## config.mk

```make
export PLATFORM = sky130hd
export DESIGN_NAME = apb_master_arbiter_ctrl
export DESIGN_NICKNAME = d
export VERILOG_FILES = /design/src/rtl/apb_global_pkg.sv /design/src/rtl/apb_rr_arbiter.sv /design/src/rtl/apb_master_arbiter_ctrl.sv
export SDC_FILE = /design/constraint.sdc
export NUM_CORES = 1
export LEC_CHECK = 0
export BUFFER_PORTS_ARGS = -buffer_cell sky130_fd_sc_hd__buf_4
export CORE_ASPECT_RATIO = 1.4
export CORE_UTILIZATION = 40
export CTS_CLUSTER_DIAMETER = 50
export DETAILED_ROUTE_END_ITERATION = 12
export MAX_ROUTING_LAYER = met4
export PLACE_DENSITY = 0.82
export REMOVE_ABC_BUFFERS = 1
export SYNTH_ARGS = -nofsm -noshare
export SYNTH_HDL_FRONTEND = slang
export SYNTH_SLANG_ARGS = --single-unit
```

## constraint.sdc

```tcl
create_clock -name pclk -period 2.9 [get_ports pclk]
set_input_delay 0 -clock pclk [delete_from_list [all_inputs] [get_ports pclk]]
set_output_delay 0 -clock pclk [all_outputs]
set_load 0.005 [all_outputs]
```

## src/rtl/apb_global_pkg.sv

```systemverilog
// Shared APB definitions: default sizing, FSM state encoding and the
// captured-request record used by the master arbiter.
package apb_global_pkg;

  localparam int NO_OF_SLAVES      = 1;
  localparam int ADDRESS_LENGTH    = 32;
  localparam int DATA_WIDTH        = 32;
  localparam int NUM_REQ           = 2;
  localparam int SLAVE_REGION_BITS = 12;
  localparam int TIMEOUT_CYCLES    = 16;

  typedef enum logic [1:0] {
    IDLE_STATE   = 2'b00,
    SETUP_STATE  = 2'b01,
    ACCESS_STATE = 2'b10
  } operation_states_e;

  typedef struct packed {
    logic                      write;
    logic [ADDRESS_LENGTH-1:0] addr;
    logic [DATA_WIDTH-1:0]     wdata;
  } apb_req_s;

endpackage

```

## src/rtl/apb_rr_arbiter.sv

```systemverilog
// Round-robin arbiter: grants the first valid requester at or after the
// pointer, wrapping; the pointer moves past the winner when it is accepted.
module apb_rr_arbiter #(
  parameter int NUM_REQ = 2,
  localparam int IDX_W  = (NUM_REQ > 1) ? $clog2(NUM_REQ) : 1
) (
  input  logic               clk,
  input  logic               rst,
  input  logic [NUM_REQ-1:0] valid_i,
  input  logic               accept_i,
  output logic [NUM_REQ-1:0] grant_o,
  output logic [IDX_W-1:0]   idx_o,
  output logic               any_o
);

  logic [IDX_W-1:0] ptr_q;
  logic [IDX_W-1:0] ptr_d;

  // Two passes: first requesters at/above the pointer, then the wrapped ones.
  always_comb begin
    grant_o = '0;
    idx_o   = '0;
    any_o   = 1'b0;
    for (int i = 0; i < NUM_REQ; i++) begin
      if (!any_o && valid_i[i] && (i >= int'(ptr_q))) begin
        any_o      = 1'b1;
        grant_o[i] = 1'b1;
        idx_o      = IDX_W'(i);
      end
    end
    for (int i = 0; i < NUM_REQ; i++) begin
      if (!any_o && valid_i[i]) begin
        any_o      = 1'b1;
        grant_o[i] = 1'b1;
        idx_o      = IDX_W'(i);
      end
    end
  end

  // Next pointer is the requester just after the winner, modulo NUM_REQ.
  always_comb begin
    ptr_d = ptr_q;
    if (accept_i) begin
      ptr_d = (idx_o == IDX_W'(NUM_REQ - 1)) ? '0 : idx_o + 1'b1;
    end
  end

  // Pointer register; reset gives requester 0 first priority.
  always_ff @(posedge clk or posedge rst) begin
    if (rst) begin
      ptr_q <= '0;
    end else begin
      ptr_q <= ptr_d;
    end
  end

endmodule

```

## src/rtl/apb_master_arbiter_ctrl.sv

```systemverilog
// APB master shared by several requesters: round-robin grant, SETUP/ACCESS
// sequencing, address decode to PSELx, and response routing back to the
// requester that issued the transfer.
module apb_master_arbiter_ctrl #(
  parameter int NUM_REQ           = apb_global_pkg::NUM_REQ,
  parameter int NO_OF_SLAVES      = apb_global_pkg::NO_OF_SLAVES,
  parameter int ADDRESS_LENGTH    = apb_global_pkg::ADDRESS_LENGTH,
  parameter int DATA_WIDTH        = apb_global_pkg::DATA_WIDTH,
  parameter int SLAVE_REGION_BITS = apb_global_pkg::SLAVE_REGION_BITS,
  parameter int TIMEOUT_CYCLES    = apb_global_pkg::TIMEOUT_CYCLES
) (
  input  logic                              pclk,
  input  logic                              preset,
  input  logic [NUM_REQ-1:0]                req_valid,
  output logic [NUM_REQ-1:0]                req_ready,
  input  logic [NUM_REQ-1:0]                req_write,
  input  logic [NUM_REQ*ADDRESS_LENGTH-1:0] req_addr,
  input  logic [NUM_REQ*DATA_WIDTH-1:0]     req_wdata,
  output logic [NUM_REQ-1:0]                rsp_valid,
  output logic [DATA_WIDTH-1:0]             rsp_rdata,
  output logic                              rsp_err,
  output logic [NO_OF_SLAVES-1:0]           psel,
  output logic                              penable,
  output logic                              pwrite,
  output logic [ADDRESS_LENGTH-1:0]         paddr,
  output logic [DATA_WIDTH-1:0]             pwdata,
  input  logic                              pready,
  input  logic [DATA_WIDTH-1:0]             prdata,
  input  logic                              pslverr
);

  import apb_global_pkg::*;

  localparam int IDX_W = (NUM_REQ > 1) ? $clog2(NUM_REQ) : 1;
  localparam int CNT_W = $clog2(TIMEOUT_CYCLES + 1);

  operation_states_e         state_q, state_d;
  apb_req_s                  req_q, req_d;
  logic [NO_OF_SLAVES-1:0]   psel_mask_q, psel_mask_d;
  logic [IDX_W-1:0]          gnt_idx_q, gnt_idx_d;
  logic [CNT_W-1:0]          cnt_q, cnt_d;
  logic [NUM_REQ-1:0]        rsp_valid_q, rsp_valid_d;
  logic                      rsp_err_q, rsp_err_d;
  logic [DATA_WIDTH-1:0]     rsp_rdata_q, rsp_rdata_d;

  logic [NUM_REQ-1:0]        arb_grant;
  logic [IDX_W-1:0]          arb_idx;
  logic                      arb_any;
  logic                      accept;
  apb_req_s                  sel_req;
  logic [ADDRESS_LENGTH-1:0] slave_idx;
  logic [NO_OF_SLAVES-1:0]   dec_mask;
  logic                      dec_ok;
  logic [NUM_REQ-1:0]        gnt_onehot;

  apb_rr_arbiter #(
    .NUM_REQ (NUM_REQ)
  ) u_arb (
    .clk      (pclk),
    .rst      (preset),
    .valid_i  (req_valid),
    .accept_i (accept),
    .grant_o  (arb_grant),
    .idx_o    (arb_idx),
    .any_o    (arb_any)
  );

  // Pick the winning requester's fields and decode its slave region.
  always_comb begin
    sel_req = '0;
    for (int i = 0; i < NUM_REQ; i++) begin
      if (arb_grant[i]) begin
        sel_req.write = req_write[i];
        sel_req.addr  = req_addr[i*ADDRESS_LENGTH +: ADDRESS_LENGTH];
        sel_req.wdata = req_wdata[i*DATA_WIDTH +: DATA_WIDTH];
      end
    end
    slave_idx = sel_req.addr >> SLAVE_REGION_BITS;
    for (int s = 0; s < NO_OF_SLAVES; s++) begin
      dec_mask[s] = (slave_idx == ADDRESS_LENGTH'(s));
    end
    dec_ok = |dec_mask;
  end

  // Owner of the transfer in flight, as a one-hot response vector.
  always_comb begin
    for (int i = 0; i < NUM_REQ; i++) begin
      gnt_onehot[i] = (gnt_idx_q == IDX_W'(i));
    end
  end

  // Grants are only made from IDLE, never while a response is being
  // returned, and never while reset is asserted.
  assign accept = (state_q == IDLE_STATE) && arb_any && !(|rsp_valid_q) && !preset;

  // Next-state and response logic of the transfer FSM.
  always_comb begin
    state_d     = state_q;
    req_d       = req_q;
    psel_mask_d = psel_mask_q;
    gnt_idx_d   = gnt_idx_q;
    cnt_d       = cnt_q;
    rsp_valid_d = '0;
    rsp_err_d   = 1'b0;
    rsp_rdata_d = '0;
    case (state_q)
      IDLE_STATE: begin
        if (accept) begin
          req_d       = sel_req;
          psel_mask_d = dec_mask;
          gnt_idx_d   = arb_idx;
          if (dec_ok) begin
            state_d = SETUP_STATE;
          end else begin
            // Unmapped address: answer with an error, no bus cycle.
            rsp_valid_d = arb_grant;
            rsp_err_d   = 1'b1;
          end
        end
      end
      SETUP_STATE: begin
        state_d = ACCESS_STATE;
      end
      ACCESS_STATE: begin
        if (pready) begin
          state_d     = IDLE_STATE;
          cnt_d       = '0;
          rsp_valid_d = gnt_onehot;
          rsp_err_d   = pslverr;
          rsp_rdata_d = (!req_q.write && !pslverr) ? prdata : '0;
        end else if (cnt_q == CNT_W'(TIMEOUT_CYCLES - 1)) begin
          // This is the last allowed wait cycle: abort the transfer.
          state_d     = IDLE_STATE;
          cnt_d       = '0;
          rsp_valid_d = gnt_onehot;
          rsp_err_d   = 1'b1;
        end else begin
          cnt_d = cnt_q + 1'b1;
        end
      end
      default: begin
        state_d = IDLE_STATE;
        cnt_d   = '0;
      end
    endcase
  end

  // State, captured request and response registers.
  always_ff @(posedge pclk or posedge preset) begin
    if (preset) begin
      state_q     <= IDLE_STATE;
      req_q       <= '0;
      psel_mask_q <= '0;
      gnt_idx_q   <= '0;
      cnt_q       <= '0;
      rsp_valid_q <= '0;
      rsp_err_q   <= 1'b0;
      rsp_rdata_q <= '0;
    end else begin
      state_q     <= state_d;
      req_q       <= req_d;
      psel_mask_q <= psel_mask_d;
      gnt_idx_q   <= gnt_idx_d;
      cnt_q       <= cnt_d;
      rsp_valid_q <= rsp_valid_d;
      rsp_err_q   <= rsp_err_d;
      rsp_rdata_q <= rsp_rdata_d;
    end
  end

  assign req_ready = accept ? arb_grant : '0;
  assign psel      = (state_q != IDLE_STATE) ? psel_mask_q : '0;
  assign penable   = (state_q == ACCESS_STATE);
  assign pwrite    = req_q.write;
  assign paddr     = req_q.addr;
  assign pwdata    = req_q.wdata;
  assign rsp_valid = rsp_valid_q;
  assign rsp_err   = rsp_err_q;
  assign rsp_rdata = rsp_rdata_q;

endmodule

```

== Word-level counts from Yosys, hierarchy flattened ==
Index checks and enable logic that the tools add are counted.

* Flip-flop bits (word level): 110
* Bits in latches: 0
* Bits in writable memories: 0
* Memory bits (read-only): 0
* Input port bits: 168
* Word-level logic and storage cells: 78
* Memories: 0

* Add/subtract/negate cells: 2
* Multiply operators: 0
* Div/mod/pow operators: 0
* Magnitude comparators: 1
* Equal/unequal tests: 6
* Shifts and indexed selects: 0
* Muxes and demuxes: 35
* Bitwise operators: 1
* Reductions and logical operators: 22

{| class="wikitable"
|+ Operators by type and width
! kind !! number
|-
| $mux 65 || 2
|-
| $mux 32 || 3
|-
| $logic_not 32->1 || 1
|-
| $mux 2 || 9
|-
| $mux 1 || 15
|-
| $mux 5 || 2
|-
| $pmux 5 s2 || 1
|-
| $logic_and 1x1->1 || 8
|-
| $logic_not 1->1 || 7
|-
| $pmux 2 s3 || 1
|-
| $add 5x1->5 const B || 1
|-
| $eq 5x4->1 const B || 1
|-
| $ne 2x2->1 const B || 2
|-
| $pmux 2 s2 || 1
|-
| $reduce_or 2->1 || 2
|-
| $ne 3x1->1 const B || 1
|-
| $reduce_and 3->1 || 1
|-
| $eq 2x1->1 const B || 1
|-
| $eq 2x2->1 const B || 1
|-
| $logic_not 2->1 || 1
|-
| $pmux 1 s2 || 1
|-
| $reduce_and 2->1 || 1
|-
| $reduce_bool 2->1 || 1
|-
| $add 1x1->1 const B || 1
|-
| other kinds (2) || 2
|}

== Logic depth before layout (Yosys ltp) ==
Gate-level depths: netlist of the first run.

* Depth after elaboration: 17
* Gate-level depth with buffers: 6
* Depth with buffers taken out: 5

== Modules after synthesis ==
From an unflattened synthesis of the first run, not the netlist that was laid out.

* Cells, all modules: 442
* Area, all modules: 4981.0 µm²

{| class="wikitable"
|+ By module, submodules not included
! module !! times used !! cells an instance !! area an instance (µm²) !! sequential area each (µm²)
|-
| apb_master_arbiter_ctrl || 1 || 433 || 4887.2 || 2727.6
|-
| apb_rr_arbiter || 1 || 9 || 93.8 || 25.0
|}

== Worst setup path before layout of the first run ==
Ideal clock, no wire load.

* Path type: register -> register
* From: reg rsp_valid_q[1] (netlist: rsp_valid[1])
* To: reg req_q (netlist bit pwdata[5])
* Setup time: 0.126 ns
* Arrival time: 1.283 ns
* Required time: 2.774 ns
* Setup slack: 1.492 ns
* Cell stages (with the launch flop): 7
* Buffers on the path: 2
* Clock period less this slack: 1.408 ns
* Cell sequence: dfrtp_1 > nor3_2 > o211ai_2 > buf_6 > buf_6 > a221oi_1 > nor2_1

* Cells in the longest elaborated chain, start to end: 5

{| class="wikitable"
|+ RTL lines
! item !! line !! source
|-
| from (decl) || apb_master_arbiter_ctrl.sv:42 || <nowiki>logic [NUM_REQ-1:0] rsp_valid_q, rsp_valid_d;</nowiki>
|-
| from (signal assigned) || apb_master_arbiter_ctrl.sv:165 || <nowiki>rsp_valid_q <= rsp_valid_d;</nowiki>
|-
| $reduce_or 2->1 || apb_master_arbiter_ctrl.sv:94 || <nowiki>assign accept = (state_q == IDLE_STATE) && arb_any && !(|rsp_valid_q) && !preset;</nowiki>
|-
| $logic_not 1->1 || apb_master_arbiter_ctrl.sv:94 ||
|-
| $logic_and 1x1->1 (2 in a row) || apb_master_arbiter_ctrl.sv:94 ||
|-
| $reduce_and 2->1 (no line) || n/a ||
|-
| to (signal assigned) || apb_master_arbiter_ctrl.sv:161 || <nowiki>req_q <= req_d;</nowiki>
|-
| to (decl) || apb_master_arbiter_ctrl.sv:38 || <nowiki>apb_req_s req_q, req_d;</nowiki>
|}

Every way passes these cells.
A chain may end at the register's enable or synchronous reset.

== Worst setup path in the final report of the first run ==
* From: reg state_q[1]
* To: reg req_q (netlist bit pwdata[16])

* Cells in the longest elaborated chain, start to end: 5

{| class="wikitable"
|+ RTL lines
! item !! line !! source
|-
| from (decl) || apb_master_arbiter_ctrl.sv:37 || <nowiki>operation_states_e state_q, state_d;</nowiki>
|-
| from (signal assigned) || apb_master_arbiter_ctrl.sv:160 || <nowiki>state_q <= state_d;</nowiki>
|-
| $logic_not 2->1 * || apb_master_arbiter_ctrl.sv:94, apb_master_arbiter_ctrl.sv:106 ||
|-
| $logic_and 1x1->1 (3 in a row) || apb_master_arbiter_ctrl.sv:94 ||
|-
| $reduce_and 2->1 (no line) * || n/a ||
|}

Every way passes the cells marked *; elsewhere a longest branch is shown, timed or not.

==> flow_metrics.tcl, run 1 <==
set metrics [dict create \
    die_area_um2 12240 \
    insertion_delay_ns 0.35 \
    routabilityCongestion 0.8416 \
    hp-class "in2reg" \
    final_max_slew_viol_count 0 \
    critical_path_class "reg2reg" \
    cpMaxStageDelayCell "buf_4" \
    clk_pin_slew_ns 0.08 \
    drtIter0Drc 298 \
    worst_path_largest_cell_delay_ns 0.65 \
    fin_crit_sh_pct 83.91 \
    fmax_mhz 411.0 \
    clock_path_buffers 2 \
    drive_gt1_share_pct 36.28 \
    cts-root-buf "clkbuf_16" \
    rows 46 \
    synth_top_area_cell "dfrtp_1" \
    synthArstFlopShare_pct 100.0 \
    grt_antenna_before_repair 0 \
    critical_path_depth 6 \
    viasPerCell 5.582 \
    syn_to_final_growth_pct 86.32 \
    grt_max_degree 69 \
    drt_wl_total_um 19960 \
    synthCells 443 \
    drc_errors 0 \
    tightest_slew_ns 0.8230 \
    syn_area_um2 4718 \
    port_buffers 271 \
    cts_setup_buffers 0 \
    slew_headroom_pct 45.14 \
    start_util_pct 41.40 \
    die_h_um 130.5 \
    ctsResizeCount 0 \
    synthMostInstantiatedCell "nor2_1" \
    fin_tns_setup_ns 0 \
    outcome "completed" \
    die_w_um 93.79 \
    reg2reg_depth 6 \
    rrSetupSlack_ns 0.47 \
    ys_top_cells_by_area "dfrtp_1, nor2_1, a221oi_1, and2_1, a221oi_2" \
    maxCapViolations 0 \
    nNetsFinal 1035 \
    cp_num_buf_inv 2 \
    ios 272 \
    grt_setup_unrepaired "no" \
    htree_levels 3 \
    numCtsBuffers 9 \
    wl_per_cell_um 19.63 \
    crit_family "buffers and inverters" \
    dr.pass1.iters 5 \
    ys_seq_elements 110 \
    required_ns 3.17 \
    finalHoldViolCount 0 \
    cts_hold_buf 164 \
    drtAntennaViolNets 0 \
    worstPathCellList "nor2_2, o211ai_4, buf_4, a221oi_1, dlygate4sd3_1, nor2_1" \
    vias 5677 \
    setup_viol 0 \
    crit_path_max_fanout 68 \
    synth_top_flop_cell "dfrtp_1" \
    core-area_um2 11400 \
    ys_types 41 \
    ys_seq_area_share_pct 58.34 \
    grt_usage_pct 33.32 \
    fin_crit_ns 2.433 \
    crit_path_start_kind "register" \
    synth_common_cells "nor2_1, dfrtp_1, a221oi_1" \
    yosys.area.top_type_share_pct 58.34 \
    final.setup_skew_ns 0.008740 \
    cts_sinks 110 \
    cp.arrival_ns 2.70 \
    final_util_pct 77.14 \
    overflow 0 \
    grt_pass1_vias 5857 \
    hold_depth 5 \
    ys.warnings.count 0 \
    grt_pass1_wl_um 29660 \
    cts_tree "built" \
    syn_area_per_cell_um2 10.65 \
    leakage_nw 4.326 \
    dp_hpwl_um 11250 \
    fill_cells 651 \
    endpoint_kind "register" \
    ir_drop_uv 349.4 \
    synth-edff-count 0 \
    p_per_area_nw_per_um2 666.3 \
]
-- layout make-up --
cell class | count | area [um2] | area share, %
well taps | 144 | 180.2 | 2.050
multi-input cells | 292 | 1759 | 20.01
inverters | 8 | 32.53 | 0.3701
repair buffers | 445 | 3764 | 42.81
clock buffers | 9 | 225.2 | 2.562
clock inverters | 7 | 72.57 | 0.8255
flip-flops and latches | 110 | 2753 | 31.31
diodes | 2 | 5.005 | 0.05693
-- registers in the layout, summed over array words and instances, names as in the netlist --
register     flops
pwdata          32
rsp_err          1
rsp_rdata       32
cnt_q            5
state_q          2
rsp_valid        2
pwrite           1
psel_mask_q      1
paddr           32
gnt_idx_q        1
u_arb.ptr_q      1
-- final timing paths --
check,start,endpoint
setup / recovery,state_q[1],pwdata[16]
setup reg to reg,state_q[1],pwdata[16]
hold reg to reg,gnt_idx_q,rsp_valid[0]
min in group asynchronous,preset,paddr[20]
max in group asynchronous,preset,pwdata[13]
hold / removal,pslverr,rsp_err
-- stage by stage --
step	setup WS [ns]	instance area (um2)	power, mW	hold slack, ns	std cells
floorplan	-0.002301	4521	2.997	0.1010	410
global placement	0.9991	6847	4.118	0.1750	835
detailed placement	0.9194	6847	4.200	0.1856	835
CTS	0.5149	8786	5.756	0.02878	1015
global route	0.3368	8786	6.156	0.06077	1015
finish	0.4668	8791	5.858	0.03274	1017
-- cells by family (layout without fill, tap and decap cells) --
| kind of cell | after synthesis | in the layout | synth area share, % |
|---|---|---|---|
| AOI/OAI and AO/OA | 88 | 88 | 16.84 |
| adders and majority gates | 1 | 1 | 0.2651 |
| buffers and inverters | 41 | 469 | 4.826 |
| DFF | 110 | 110 | 58.34 |
| other | 0 | 2 | 0 |
| and+or+nand+nor | 203 | 203 | 19.73 |
-- power breakdown --
| group | internal [mW] | switching (mW) | total [mW] |
|---|---|---|---|
| Combinational | 1.26 | 1.03 | 2.29 |
| Clock | 0.674 | 0.578 | 1.25 |
| Sequential | 1.99 | 0.325 | 2.32 |
-- layout by cell type (no fill, tap or decap), types with 2 or more instances in the layout --
cell type	instances
nand2b_1	2
dlygate4sd3_1	164
and2_1	33
nand4_1	2
nor4_1	9
diode_2	2
clkbuf_16	9
o31ai_1	2
nand2_1	7
o21ai_0	6
buf_4	280
nand3_1	6
nor2_1	134
a221oi_2	9
dfrtp_1	110
clkinvlp_4	2
nor3_1	3
inv_6	2
clkinv_2	2
inv_1	6
a221oi_1	56
o22ai_1	2
-- layer usage --
layer	global-route usage (%)	wire length, um	up-vias	part of all wire (%)
met1	36.19	6921	2745	35
met5	-	0	-	0
li1	-	-	2425	-
met4	21.90	1356	0	6.8
met2	56.42	10150	388	51
met3	5.093	1536	119	7.7
-- worst register-to-register path, cell delays in order, from the launching register on --
cell,delay [ns]
dfrtp_1,0.53
nor2_2,0.12
o211ai_4,0.09
buf_4,0.65
a221oi_1,0.19
dlygate4sd3_1,0.64
nor2_1,0.14
Note: power is estimated with default switching activity, not from simulation.
==> run 2: changes to the inputs <==
clock period = 2.22 ns   (was 2.9 ns; I/O delays follow)
==> run 2 against run 1 <==
  * Register-to-register slack lost 0.42 ns
  * Hold slack gained 0.051 ns
  * Sequential power grew 31%
  * Routed wire length grew 6.8%
  * Sequential share of layout area shrank 0.35 points
  * Count of clock-buffer cells in the layout grew 2
  * Die area is the same
  * Critical path type unchanged
  * Highest routed layer unchanged
==> flow_metrics.tcl, run 2 (synthesis results as in run 1) <==
set metrics [dict create \
    power.switching_mw 2.540 \
    wl_per_cell_um 20.90 \
    p_sw_share_pct 33.22 \
    die_h_um 130.5 \
    tightest_slew_ns 0.7218 \
    clk_pin_slew_ns 0.07 \
    rrSetupSlack_ns 0.04 \
    syn_to_final_growth_pct 88.41 \
    grt_setup_unrepaired "yes" \
    numCtsBuffers 9 \
    overflow 0 \
    grt_max_degree 57 \
    slew_headroom_pct 51.88 \
    cts-root-buf "clkbuf_16" \
    rows 46 \
    rr_startpoint "state_q[1]" \
    drive_gt1_share_pct 37.10 \
    die_w_um 93.79 \
    cts_sinks 110 \
    fin_crit_sh_pct 98.02 \
    dr.pass1.iters 7 \
    fmax_mhz 459.6 \
    layout_commonest_cell "buf_4" \
    core-area_um2 11400 \
    final_max_slew_viol_count 0 \
    die_area_um2 12240 \
    pwr-share-seq_pct 39.6 \
    required_ns 2.45 \
    final.setup_skew_ns 0.01221 \
    hp-start "pslverr" \
    htree_levels 3 \
    drt_wl_total_um 21310 \
    comb_power_share_pct 38.6 \
    crit_path_max_fanout 16 \
    fin_crit_ns 2.176 \
    drc_errors 0 \
    clkPwrFrac_pct 21.8 \
    vias 5720 \
    diodes 0 \
    leakage_nw 4.300 \
    finalHoldViolCount 0 \
    endpoint_kind "register" \
    critical_path_class "reg2reg" \
    setup_viol 0 \
    crit_path_start_kind "register" \
    port_buffers 271 \
    viasPerCell 5.608 \
    dp_hpwl_um 11350 \
    grt_antenna_before_repair 0 \
    fin_tns_setup_ns 0 \
    hp-class "in2reg" \
    grt_pass1_vias 5940 \
    ios 272 \
    start_util_pct 41.40 \
    p_int_mw 5.108 \
    cp.arrival_ns 2.41 \
    routabilityCongestion 0.9005 \
    critPathLaunch "state_q[1]" \
    p_per_area_nw_per_um2 860.3 \
    cts_tree "built" \
    fin_cells 1020 \
    timing.final.ws_setup_ns 0.04405 \
    clock_path_buffers 2 \
    maxCapViolations 0 \
    dp_cells 838 \
    drtIter0Drc 339 \
    drtAntennaViolNets 0 \
    outcome "completed" \
    final_cell_mix "buf_4, dlygate4sd3_1, nor2_1" \
    ir_drop_uv 464.4 \
    nNetsFinal 1040 \
    grt_pass1_wl_um 30620 \
    dp_slack_ns 0.3399 \
    grt_usage_pct 34.66 \
    insertion_delay_ns 0.34 \
]
[run 2: power groups by stage]
stage / clock, mW / combinational [mW] / sequential, mW
2_1_floorplan: 0 / 0.912 / 3.00
3_3_place_gp: 0 / 2.39 / 2.98
3_5_place_dp: 0 / 2.46 / 3.02
4_1_cts: 1.67 / 2.76 / 2.98
5_1_grt: 1.77 / 3.13 / 3.09
6_report: 1.67 / 2.95 / 3.03
[run 2: path summary, 6_finish.rpt]
check | cells after the start | end
hold reg to reg | 1 | rsp_valid[0]
setup reg to reg | 5 | pwdata[17]
min in group asynchronous | 3 | paddr[28]
max in group asynchronous | 4 | paddr[18]
setup / recovery | 5 | pwdata[17]
hold / removal | 5 | rsp_err
[run 2: routing by layer]
layer | share of wire (%) | global-route usage (%)
met5 | 0 | -
met4 | 5.6 | 19.46
met1 | 34 | 36.52
met3 | 7.7 | 6.655
met2 | 52 | 60.54
[run 2: metrics by stage]
stage,hold slack [ns],total power [mW],instance area [um2],utilization (%)
global route,0.1376,7.991,8890,78.01
floorplan,0.1010,3.915,4521,-
CTS,0.06488,7.417,8821,77.40
detailed placement,0.1877,5.473,6869,60.28
finish,0.08329,7.648,8890,78.01
global placement,0.1803,5.369,6869,60.28
[run 2: what timing repair did]
action / 4_1_cts / 5_1_grt
resized for setup: 0 / 8
endpoints found under the hold margin: 152 / 0
setup buffers: 0 / 1
hold buffers: 164 / 0
setup endpoints to repair: 0 / 25
[run 2: layout make-up]
cell class	instances	area [um2]
repair buffers	449	3797
flip-flops and latches	110	2753
fillers	645	2506
multi-input cells	293	1817
clock buffers	11	252.7
well taps	144	180.2
clock inverters	5	57.56
inverters	8	32.53
[run 2: critical path, stage by stage, from the launching register on]
cell	delay, ns
dfrtp_1	0.52
nor2_4	0.26
o211ai_4	0.27
a221oi_1	0.37
dlygate4sd3_1	0.60
nor2_1	0.04
